`config.mk`:
```
export PLATFORM = sky130hd
export DESIGN_NAME = traffic_light_monitor
export DESIGN_NICKNAME = d
export VERILOG_FILES = /design/src/rtl/traffic_light_pkg.sv /design/src/rtl/phase_len_counter.sv /design/src/rtl/traffic_light_monitor.sv
export SDC_FILE = /design/constraint.sdc
export NUM_CORES = 1
export LEC_CHECK = 0
export CAP_MARGIN = 20
export CORE_ASPECT_RATIO = 0.5
export CORE_MARGIN = 5
export CORE_UTILIZATION = 35
export CTS_CLUSTER_SIZE = 28
export DETAILED_ROUTE_END_ITERATION = 6
export PLACE_DENSITY = 0.66
export SYNTH_ARGS = -nofsm -noshare
export SYNTH_HDL_FRONTEND = slang
export SYNTH_SLANG_ARGS = --single-unit
```
`constraint.sdc`:
```
create_clock -name clk -period 2.46 [get_ports clk]
set_input_delay 0.615 -clock clk [delete_from_list [all_inputs] [get_ports clk]]
set_output_delay 0.615 -clock clk [all_outputs]
set_load 0.01 [all_outputs]
```
`src/rtl/traffic_light_pkg.sv`:
```
// Shared types and helpers for the traffic-light lamp monitor.
// lamp_t deliberately reuses the controller's own colour encoding so that
// phase_id can be compared directly against controller state in a bench.
package traffic_light_pkg;

    // Monitor tracking state: idle, one of the three lit phases, or multi-lamp fault
    typedef enum logic [2:0] {
        S_OFF    = 3'd0,
        S_GREEN  = 3'd1,
        S_YELLOW = 3'd2,
        S_RED    = 3'd3,
        S_FAULT  = 3'd4
    } state_t;

    // Lamp colour, also used as the reported phase_id
    typedef enum logic [1:0] {
        LAMP_GREEN  = 2'd0,
        LAMP_YELLOW = 2'd1,
        LAMP_RED    = 2'd2,
        LAMP_OFF    = 2'd3
    } lamp_t;

    // Saturation ceiling of the 32-bit phase run counter
    localparam logic [31:0] RUN_MAX = 32'hFFFF_FFFF;

    // Colour currently being measured in a given tracking state
    function automatic lamp_t state_to_lamp(input state_t s);
        case (s)
            S_GREEN:  return LAMP_GREEN;
            S_YELLOW: return LAMP_YELLOW;
            S_RED:    return LAMP_RED;
            default:  return LAMP_OFF;
        endcase
    endfunction

    // Tracking state entered when a single lamp is seen
    function automatic state_t lamp_to_state(input lamp_t l);
        case (l)
            LAMP_GREEN:  return S_GREEN;
            LAMP_YELLOW: return S_YELLOW;
            LAMP_RED:    return S_RED;
            default:     return S_OFF;
        endcase
    endfunction

    // Only the forward rotation green -> yellow -> red -> green is legal
    function automatic logic is_legal_step(input lamp_t from, input lamp_t to);
        return ((from == LAMP_GREEN)  && (to == LAMP_YELLOW)) ||
               ((from == LAMP_YELLOW) && (to == LAMP_RED))    ||
               ((from == LAMP_RED)    && (to == LAMP_GREEN));
    endfunction

endpackage

```
`src/rtl/phase_len_counter.sv`:
```
// Saturating run-length counter for the lamp currently lit.
// Priority: zero over load-1 over increment. at_expected flags that the
// count already equals a nonzero expected length (zero means "no check").
module phase_len_counter
    import traffic_light_pkg::*;
(
    input  logic        clk,
    input  logic        reset,
    input  logic        i_zero,
    input  logic        i_load1,
    input  logic        i_inc,
    input  logic [31:0] i_expected,
    output logic [31:0] o_run_len,
    output logic        o_at_expected
);

    logic [31:0] r_run_len;

    // Run counter: cleared on off/multi, restarted at 1 on a new lamp, else counts up and saturates
    always_ff @(posedge clk or negedge reset) begin
        if (!reset) begin
            r_run_len <= 32'd0;
        end else if (i_zero) begin
            r_run_len <= 32'd0;
        end else if (i_load1) begin
            r_run_len <= 32'd1;
        end else if (i_inc && (r_run_len != RUN_MAX)) begin
            r_run_len <= r_run_len + 32'd1;
        end
    end

    assign o_run_len     = r_run_len;
    assign o_at_expected = (i_expected != 32'd0) && (r_run_len == i_expected);

endmodule

```
`src/rtl/traffic_light_monitor.sv`:
```
// Passive checker on the traffic-light lamp outputs. Decodes the lit lamp,
// measures each phase, checks green->yellow->red order and phase lengths
// against the controller's ratio words, and reports sticky error flags.
module traffic_light_monitor
    import traffic_light_pkg::*;
#(
    parameter int CNT_W = 16
) (
    input  logic             clk,
    input  logic             reset,
    input  logic             clear,
    input  logic             greenlt,
    input  logic             yellowlt,
    input  logic             redlt,
    input  logic [31:0]      ratioGreenLt,
    input  logic [31:0]      ratioYellowLt,
    input  logic [31:0]      ratioRedLt,
    output logic             phase_done,
    output logic [1:0]       phase_id,
    output logic [31:0]      phase_len,
    output logic [CNT_W-1:0] cycles_done,
    output logic             err_seq,
    output logic             err_len,
    output logic             err_multi
);

    // Decoded lamp inputs
    logic        w_off;
    logic        w_multi;
    logic        w_single;
    lamp_t       w_lamp;

    // Relationship between the sampled lamp and the phase being measured
    lamp_t       w_cur_lamp;
    logic        w_in_phase;
    logic        w_same;
    logic        w_change;
    logic        w_legal;
    logic [31:0] w_expected;

    // Run counter interface
    logic        w_cnt_zero;
    logic        w_cnt_load1;
    logic        w_cnt_inc;
    logic [31:0] w_run_len;
    logic        w_at_expected;
    logic        w_len_mismatch;

    // Event strobes for the sticky flags and cycle counter
    logic        w_set_seq;
    logic        w_set_len;
    logic        w_cycle_inc;

    // Registered state and outputs
    state_t           r_state;
    logic             r_phase_done;
    lamp_t            r_phase_id;
    logic [31:0]      r_phase_len;
    logic [CNT_W-1:0] r_cycles_done;
    logic             r_err_seq;
    logic             r_err_len;
    logic             r_err_multi;

    // Lamp decode: exactly one lamp lit is a colour, none is off, anything else is multi
    always_comb begin
        w_off   = 1'b0;
        w_multi = 1'b0;
        w_lamp  = LAMP_OFF;
        case ({greenlt, yellowlt, redlt})
            3'b000:  w_off   = 1'b1;
            3'b100:  w_lamp  = LAMP_GREEN;
            3'b010:  w_lamp  = LAMP_YELLOW;
            3'b001:  w_lamp  = LAMP_RED;
            default: w_multi = 1'b1;
        endcase
    end

    assign w_single   = !w_off && !w_multi;
    assign w_cur_lamp = state_to_lamp(r_state);
    assign w_in_phase = (w_cur_lamp != LAMP_OFF);
    assign w_same     = w_in_phase && w_single && (w_lamp == w_cur_lamp);
    assign w_change   = w_in_phase && w_single && (w_lamp != w_cur_lamp);
    assign w_legal    = is_legal_step(w_cur_lamp, w_lamp);

    // Expected length of the phase currently being measured (0 = unchecked)
    always_comb begin
        w_expected = 32'd0;
        case (w_cur_lamp)
            LAMP_GREEN:  w_expected = ratioGreenLt;
            LAMP_YELLOW: w_expected = ratioYellowLt;
            LAMP_RED:    w_expected = ratioRedLt;
            default:     w_expected = 32'd0;
        endcase
    end

    // Counter is idle at 0 while dark or faulted, and restarts at 1 on any
    // newly seen lamp so the first sample of a phase already counts as one cycle
    assign w_cnt_zero  = w_off || w_multi;
    assign w_cnt_load1 = w_single && !w_same;
    assign w_cnt_inc   = w_same;

    phase_len_counter u_phase_len_counter (
        .clk           (clk),
        .reset         (reset),
        .i_zero        (w_cnt_zero),
        .i_load1       (w_cnt_load1),
        .i_inc         (w_cnt_inc),
        .i_expected    (w_expected),
        .o_run_len     (w_run_len),
        .o_at_expected (w_at_expected)
    );

    assign w_len_mismatch = (w_expected != 32'd0) && (w_run_len != w_expected);

    // Length error: overrun while still lit, or wrong length when the phase ends
    assign w_set_len = (w_same && w_at_expected) || (w_change && w_len_mismatch);

    // Order error: illegal colour step, start from dark on anything but green,
    // or a lit phase going dark. Resync out of fault is deliberately exempt.
    assign w_set_seq = (w_change && !w_legal) ||
                       ((r_state == S_OFF) && w_single && (w_lamp != LAMP_GREEN)) ||
                       (w_in_phase && w_off);

    assign w_cycle_inc = w_change && w_legal && (w_cur_lamp == LAMP_RED);

    // Tracking FSM with registered phase report, sticky flags and cycle count
    always_ff @(posedge clk or negedge reset) begin
        if (!reset) begin
            r_state       <= S_OFF;
            r_phase_done  <= 1'b0;
            r_phase_id    <= LAMP_OFF;
            r_phase_len   <= 32'd0;
            r_cycles_done <= '0;
            r_err_seq     <= 1'b0;
            r_err_len     <= 1'b0;
            r_err_multi   <= 1'b0;
        end else begin
            // Every state follows the sampled lamp directly; the state only
            // remembers which rules apply to the next sample
            if (w_multi) begin
                r_state <= S_FAULT;
            end else if (w_off) begin
                r_state <= S_OFF;
            end else begin
                r_state <= lamp_to_state(w_lamp);
            end

            // Phase report only on lamp-to-lamp changes; id/len hold otherwise
            r_phase_done <= w_change;
            if (w_change) begin
                r_phase_id  <= w_cur_lamp;
                r_phase_len <= w_run_len;
            end

            // A new event in the same cycle as clear takes precedence
            if (w_set_seq) begin
                r_err_seq <= 1'b1;
            end else if (clear) begin
                r_err_seq <= 1'b0;
            end

            if (w_set_len) begin
                r_err_len <= 1'b1;
            end else if (clear) begin
                r_err_len <= 1'b0;
            end

            if (w_multi) begin
                r_err_multi <= 1'b1;
            end else if (clear) begin
                r_err_multi <= 1'b0;
            end

            if (w_cycle_inc) begin
                if (r_cycles_done != '1) begin
                    r_cycles_done <= r_cycles_done + CNT_W'(1);
                end
            end else if (clear) begin
                r_cycles_done <= '0;
            end
        end
    end

    assign phase_done  = r_phase_done;
    assign phase_id    = r_phase_id;
    assign phase_len   = r_phase_len;
    assign cycles_done = r_cycles_done;
    assign err_seq     = r_err_seq;
    assign err_len     = r_err_len;
    assign err_multi   = r_err_multi;

endmodule
```
# [After elaboration in Yosys (flattened, before gate mapping)]
# Cells that the tools add are included.
# W data, S select, Z words.
[op_classes] n_addsub=2 n_reduce_logical=40 eq_ne=19 muxes=18
[ops] op="$mux W32" n=3
[ops] op="$pmux W32 S3" n=1
[ops] op="$mux W16" n=3
[ops] op="$add A32 B1 Y32 const B" n=1
[ops] op="$eq A32 B32 Y1" n=1
[ops] op="$ne A32 B32 Y1" n=1
[ops] op="$ne A32 B32 Y1 const B" n=1
[ops] op="$reduce_bool A32 Y1" n=1
[ops] op="$logic_and A1 B1 Y1" n=19
[ops] op="$pmux W2 S3" n=3
[ops] op="$add A16 B1 Y16 const B" n=1
[ops] op="$ne A16 B16 Y1 const B" n=1
[ops] op="$eq A3 B2 Y1 const B" n=3
[ops] op="$reduce_bool A2 Y1" n=4
[ops] op="$eq A3 B1 Y1 const B" n=2
[ops] op="$logic_not A3 Y1" n=2
[ops] op="$logic_or A1 B1 Y1" n=6
[ops] op="$mux W1" n=6
[ops] op="$eq A2 B1 Y1 const B" n=2
[ops] op="$eq A2 B2 Y1 const B" n=2
[ops] op="$logic_not A2 Y1" n=2
[ops] op="$ne A2 B1 Y1 const B" n=2
[ops] op="$reduce_or A4 Y1" n=1
[ops] op="$eq A3 B3 Y1 const B" n=1
[ops] op="8 further kinds" n=10
[totals] register_bits=89 wordCells=88 input_bits=102 out_inout_bits=54

# [Depth between registers and ports, before layout]
[depth] word_depth=11 mapped_depth=13 depth_no_buf=11

# [Hierarchy]
# From an unflattened synthesis, not the netlist that was laid out.
[unflattened] hier_cells=758 hier_area_um2=6717.7
[by_module_without_submodules] mod="traffic_light_monitor" n_inst=1 area_per_inst_um2=4449.3 seq_area_each_um2=1428.9 cells_each=503
[by_module_without_submodules] mod="phase_len_counter" n_inst=1 area_per_inst_um2=2268.4 seq_area_each_um2=800.8 cells_each=255

# [Least setup slack after synthesis]
# OpenSTA, ideal clock, no wires.
[synth_path] path_kind="in2reg" from="input port greenlt" to="register r_cycles_done[11] (netlist: cycles_done[11])" setup_time_ps=79 path_slack_ps=-238 t_arrival_ps=2619 stages=12 path_buffers=4 path_cell_list="clkbuf_1 -> xnor2_1 -> nor2_1 -> ha_1 -> nand3_1 -> or3_1 -> clkbuf_1 -> nor2_1 -> buf_2 -> buf_2 -> nand3_1 -> mux2i_1"
[synth_via] elab_chain_len=10
[synth_lines] element="start: declaration" line_no="traffic_light_monitor.sv:12" text="input logic greenlt,"
[synth_lines] element="$eq A3 B1 Y1, or another cell as far along" line_no="traffic_light_monitor.sv:69" text="case ({greenlt, yellowlt, redlt})"
[synth_lines] element="$pmux W2 S3 / $mux W1 (equally long branches)" line_no="traffic_light_monitor.sv:69"
[synth_lines] element="$eq A2 B1 Y1, or another cell as far along" line_no="traffic_light_pkg.sv:48" text="return ((from == LAMP_GREEN) && (to == LAMP_YELLOW)) ||"
[synth_lines] element="$logic_and A1 B1 Y1 (on tied branches)" line_no="traffic_light_pkg.sv:48, traffic_light_monitor.sv:78, traffic_light_pkg.sv:49"
[synth_lines] element="$logic_or A1 B1 Y1 / $logic_and A1 B1 Y1 (equally long branches)" line_no="traffic_light_pkg.sv:48, traffic_light_monitor.sv:82"
[synth_lines] element="$logic_or A1 B1 Y1 / $logic_and A1 B1 Y1 (equally long branches)" line_no="traffic_light_pkg.sv:49, traffic_light_monitor.sv:82"
[synth_lines] element="$logic_and A1 B1 Y1 (*) (2 in series)" line_no="traffic_light_monitor.sv:124" text="assign w_cycle_inc = w_change && w_legal && (w_cur_lamp == LAMP_RED);"
[synth_lines] element="$ne A2 B1 Y1 (no source line) / $reduce_bool A2 Y1 (equally long branches)"
[synth_lines] element="$reduce_and A2 Y1 (no source line)"
[synth_lines] element="end signal: assignment" line_no="traffic_light_monitor.sv:176" text="r_cycles_done <= r_cycles_done + CNT_W'(1);"
[synth_lines] element="end: declaration" line_no="traffic_light_monitor.sv:59" text="logic [CNT_W-1:0] r_cycles_done;"
# Every way passes the cells marked *; elsewhere a longest branch is shown, timed or not.
# A chain may end at the register's enable or synchronous reset.

# [Worst setup path after layout]
[layout_path] from="register u_phase_len_counter.r_run_len[9] (netlist: u_phase_len_counter.o_run_len[9])" to="register r_err_len (netlist: err_len)"
[layout_via] elab_chain_len=5
[layout_lines] element="start: declaration" line_no="phase_len_counter.sv:17" text="logic [31:0] r_run_len;"
[layout_lines] element="start signal: assignment" line_no="phase_len_counter.sv:28" text="r_run_len <= r_run_len + 32'd1;"
[layout_lines] element="$eq A32 B32 Y1 / $ne A32 B32 Y1 (equally long branches)" line_no="phase_len_counter.sv:33, traffic_light_monitor.sv:113"
[layout_lines] element="$logic_and A1 B1 Y1 (on tied branches)" line_no="phase_len_counter.sv:33, traffic_light_monitor.sv:113"
[layout_lines] element="$logic_and A1 B1 Y1" line_no="traffic_light_monitor.sv:116" text="assign w_set_len = (w_same && w_at_expected) || (w_change && w_len_mismatch);"
[layout_lines] element="$logic_or A1 B1 Y1 (*)" line_no="traffic_light_monitor.sv:116"
[layout_lines] element="$mux W1 / $reduce_bool A2 Y1 (equally long branches)"
[layout_lines] element="end signal: assignment" line_no="traffic_light_monitor.sv:135" text="r_err_len <= 1'b0;"
[layout_lines] element="end signal: assignment" line_no="traffic_light_monitor.sv:163" text="r_err_len <= 1'b1;"
[layout_lines] element="end signal: assignment" line_no="traffic_light_monitor.sv:165" text="r_err_len <= 1'b0;"
[layout_lines] element="end: declaration" line_no="traffic_light_monitor.sv:61" text="logic r_err_len;"
# Marks and branches as above.

==> out/results.tsv <==
metric	value	unit
layout_min_cycle_time	2.67	ns
path_class	flip-flop to flip-flop	
clock_path_buffers	2	
num_vias	6743	
r2r-start	u_phase_len_counter.o_run_len[9]	
fp.dieArea	20000	µm²
syn_avg_cell_area	8.30	µm²
placed_area	8840	µm²
muxShareOfSynthArea	0.0798	
slew_headroom	0.618	
clock_latency	0.35	ns
drv_slew	0	
grt_pass1_wl	37800	µm
finalWeightedCongestion	0.990	
grt_antenna_before_repair	0	
p_sw_frac	0.258	
power_density	412	nW/µm²
power_frac_seq	0.385	
yosysWarnings	0	
status	complete, but fails checks	
path_delay_family	compound AO/OA/AOI/OAI gates	
cts_made_buffers	9	
syn_area	6010	µm²
synthCells	724	
violations	negative setup slack	
totalWireLength	24900	µm
critPathLaunchType	flip-flop	
maxCapViolCount	0	
synthFlopType	dfrtp_1	
final_area	9500	µm²
io_buffer_count	155	
track_usage	0.243	
drt_iter0_drc	472	
p_leak	3.95	nW
clock-root-buffer	clkbuf_16	
ant_nets	0	
synth_xor_xnor_area_share	0.0481	
nets	1102	
power.total	3.91	mW
clock_skew	0.00412	ns
grt_pass1_vias	6689	
diodes	0	
rsz0062_at_grt	true	
synthAdderAreaFrac	0.0104	
synth_edf_count	0	
max_freq	374	MHz
finalNonFillerCells	1227	
drive_gt1_frac	0.233	
hold_violations	0	
reg2reg_slack	-0.21	ns
synth_cell_types	72	
viasPerCell	5.50	
finalSetupViolCount	23	
fin_ws	-0.214	ns
ys_async_sr_fraction	1.00	
dp_cells	1204	
cts_tree	yes	
ff2ff_path_depth	8	
area_growth	58.2	%
arrival	2.91	ns
grt_max_degree	39	
start_util	0.362	
dr.pass1.iters	5	
syn_nets	831	
crit_fanout	3	
die_w	195	µm
grt-ovfl-total	0	
hold_slack	0.227	ns
hpwl	19900	µm
path_buf_inv	1	
placementRows	33	
synth-compound-area-share	0.163	
synth-simple-area-share	0.264	
critPathCaptureType	flip-flop	
cp.required	2.70	ns
clkSinkCount	89	
max_stage_delay	0.57	ns
vdd_drop_max	0.333	mV
rr_endpoint	err_len	
pin_count	156	
routedWlPerCell	20.3	µm
clkPwrFrac	0.389	
synth_top_family_by_area	simple AND/OR/NAND/NOR gates	
p_switching	1.01	mW
core	16600	µm²
ys_seq_elements	89	
seq_area_frac_synth	0.371	
setup-tns-final	-2.43	ns
htree_levels	3	
share_comb_of_total_power	0.226	
min_period_over_period	1.09	
clkTransAtPathRegs	0.06	ns
fp.dieH	103	µm
intPower	2.90	mW
tightest_slew	0.566	ns
min-delay-path-class	primary input to asynchronous set/reset pin	
drc	0	
cp_slowest_cell	or4_4	
hold_buffers	0	
crit_path_cell_trace	or4_4, o41ai_4, o311ai_2, nor4_2, buf_4, o2111ai_2, o31a_1, a221o_1	
## power groups by stage
| stage | sequential, mW | clock (mW) | combinational (mW) |
|---|---|---|---|
| floorplan | 1.53 | 0 | 0.329 |
| finish | 1.51 | 1.52 | 0.885 |
| CTS | 1.50 | 1.56 | 0.851 |
| global placement | 1.53 | 0 | 0.788 |
| detailed placement | 1.53 | 0 | 0.793 |
| global route | 1.51 | 1.62 | 0.942 |
## routing by layer
layer,global-route usage,vias up,wire length [µm]
li1,-,3136,-
met1,0.326,3318,10900
met2,0.395,251,11400
met3,0.0712,38,2150
met4,0.0536,0,422
met5,0,-,0
## cells in the mapped netlist, drive strengths merged, types with 4 or more instances
cell type,n,share of area
a2111oi,4,0.0081
a21boi,6,0.0075
a21o,4,0.0050
a21oi,22,0.018
a221oi,5,0.0073
a222oi,4,0.0067
a22oi,7,0.0087
and2,4,0.0042
and3,8,0.0083
and4,5,0.0073
buf,27,0.028
clkbuf,26,0.016
dfrtp,87,0.36
ha,5,0.010
inv,30,0.019
mux2,7,0.013
mux2i,40,0.067
nand2,125,0.078
nand2b,5,0.0052
nand3,25,0.021
nand4,12,0.014
nor2,59,0.037
nor2b,13,0.014
nor3,21,0.017
nor3b,4,0.0050
nor4,32,0.033
o21ai,29,0.024
o22ai,9,0.0094
o31ai,5,0.0079
or3,11,0.011
or4,4,0.0056
xnor2,24,0.035
xor2,9,0.013
## flip-flops by register name, summed over array words and instances (netlist names)
register	flops
phase_len	32
r_state	3
phase_id	2
err_multi	1
u_phase_len_counter.o_run_len	32
phase_done	1
err_len	1
cycles_done	16
err_seq	1
## cells by family after synthesis
logic type,Yosys count
multiplexers,47
adder cells (fa/ha/maj),5
AND/OR/NAND/NOR,331
XOR/XNOR,33
flip-flops,89
buffers and inverters,83
AO/OA/AOI/OAI,136
## per-stage QoR
stage	setup WS (ns)	utilization
after floorplan	-0.0336	-
after global placement	-0.786	0.532
after detailed placement	-0.814	0.532
after CTS	-0.191	0.565
after global routing	-0.296	0.572
final	-0.214	0.572
## cell type report
class	count	area (µm²)
Inverter	30	113
Clock inverter	3	65.1
Multi-Input combinational cell	552	3690
Tap cell	227	284
Sequential cell	89	2230
Timing Repair Buffer	313	2860
Clock buffer	13	260
Fill cell	1483	7100
## worst reg2reg max path, stage by stage (launching register included)
cell and delay, ns:
dfrtp_1 0.42, or4_4 0.57, o41ai_4 0.29, o311ai_2 0.17, nor4_2 0.30, buf_4 0.18, o2111ai_2 0.13, o31a_1 0.27
a221o_1 0.25
## worst max-delay path by stage
stage | depth (start not counted) | slack [ns] | startpoint | to
after floorplan | 7 | -0.03 | ratioYellowLt[2] | err_len
after global placement | 9 | -0.79 | ratioGreenLt[18] | err_len
after detailed placement | 9 | -0.81 | ratioGreenLt[18] | err_len
after CTS | 8 | -0.19 | u_phase_len_counter.o_run_len[9] | err_len
after global routing | 8 | -0.30 | u_phase_len_counter.o_run_len[9] | err_len
final | 8 | -0.21 | u_phase_len_counter.o_run_len[9] | err_len
## cell usage in the layout, fill, tap and decap left out, types with 4 or more instances in the layout
master	synthesis	final
mux2_2	7	7
buf_6	4	4
a221oi_1	5	4
o21ai_0	29	28
nor3_1	21	19
mux2i_1	40	30
inv_2	3	4
dfrtp_1	87	86
nand2b_1	5	5
xnor2_1	24	23
a21oi_1	22	22
nand2_1	125	125
and2_1	4	4
nand4_1	11	11
inv_1	27	26
mux2i_4	0	5
o22ai_1	9	9
buf_4	1	145
mux2i_2	0	5
nor3b_1	4	4
or3_1	11	10
clkbuf_16	0	9
nor2_1	59	58
nor4_1	32	28
clkdlybuf4s50_1	0	148
nor2b_1	13	12
nand3_1	25	24
a22oi_1	7	7
a21o_1	4	4
xor2_1	9	9
and4_1	5	5
dlygate4sd2_1	0	6
ha_1	5	4
a21boi_0	6	5
or4_4	1	4
a222oi_1	4	4
and3_1	8	7
buf_12	0	8
## repair_timing
item,CTS,global route
pin swaps,15,7
endpoints found under the setup margin,64,31
resized for setup,40,20
setup buffers,8,2
(Power assumes the default switching activity.)
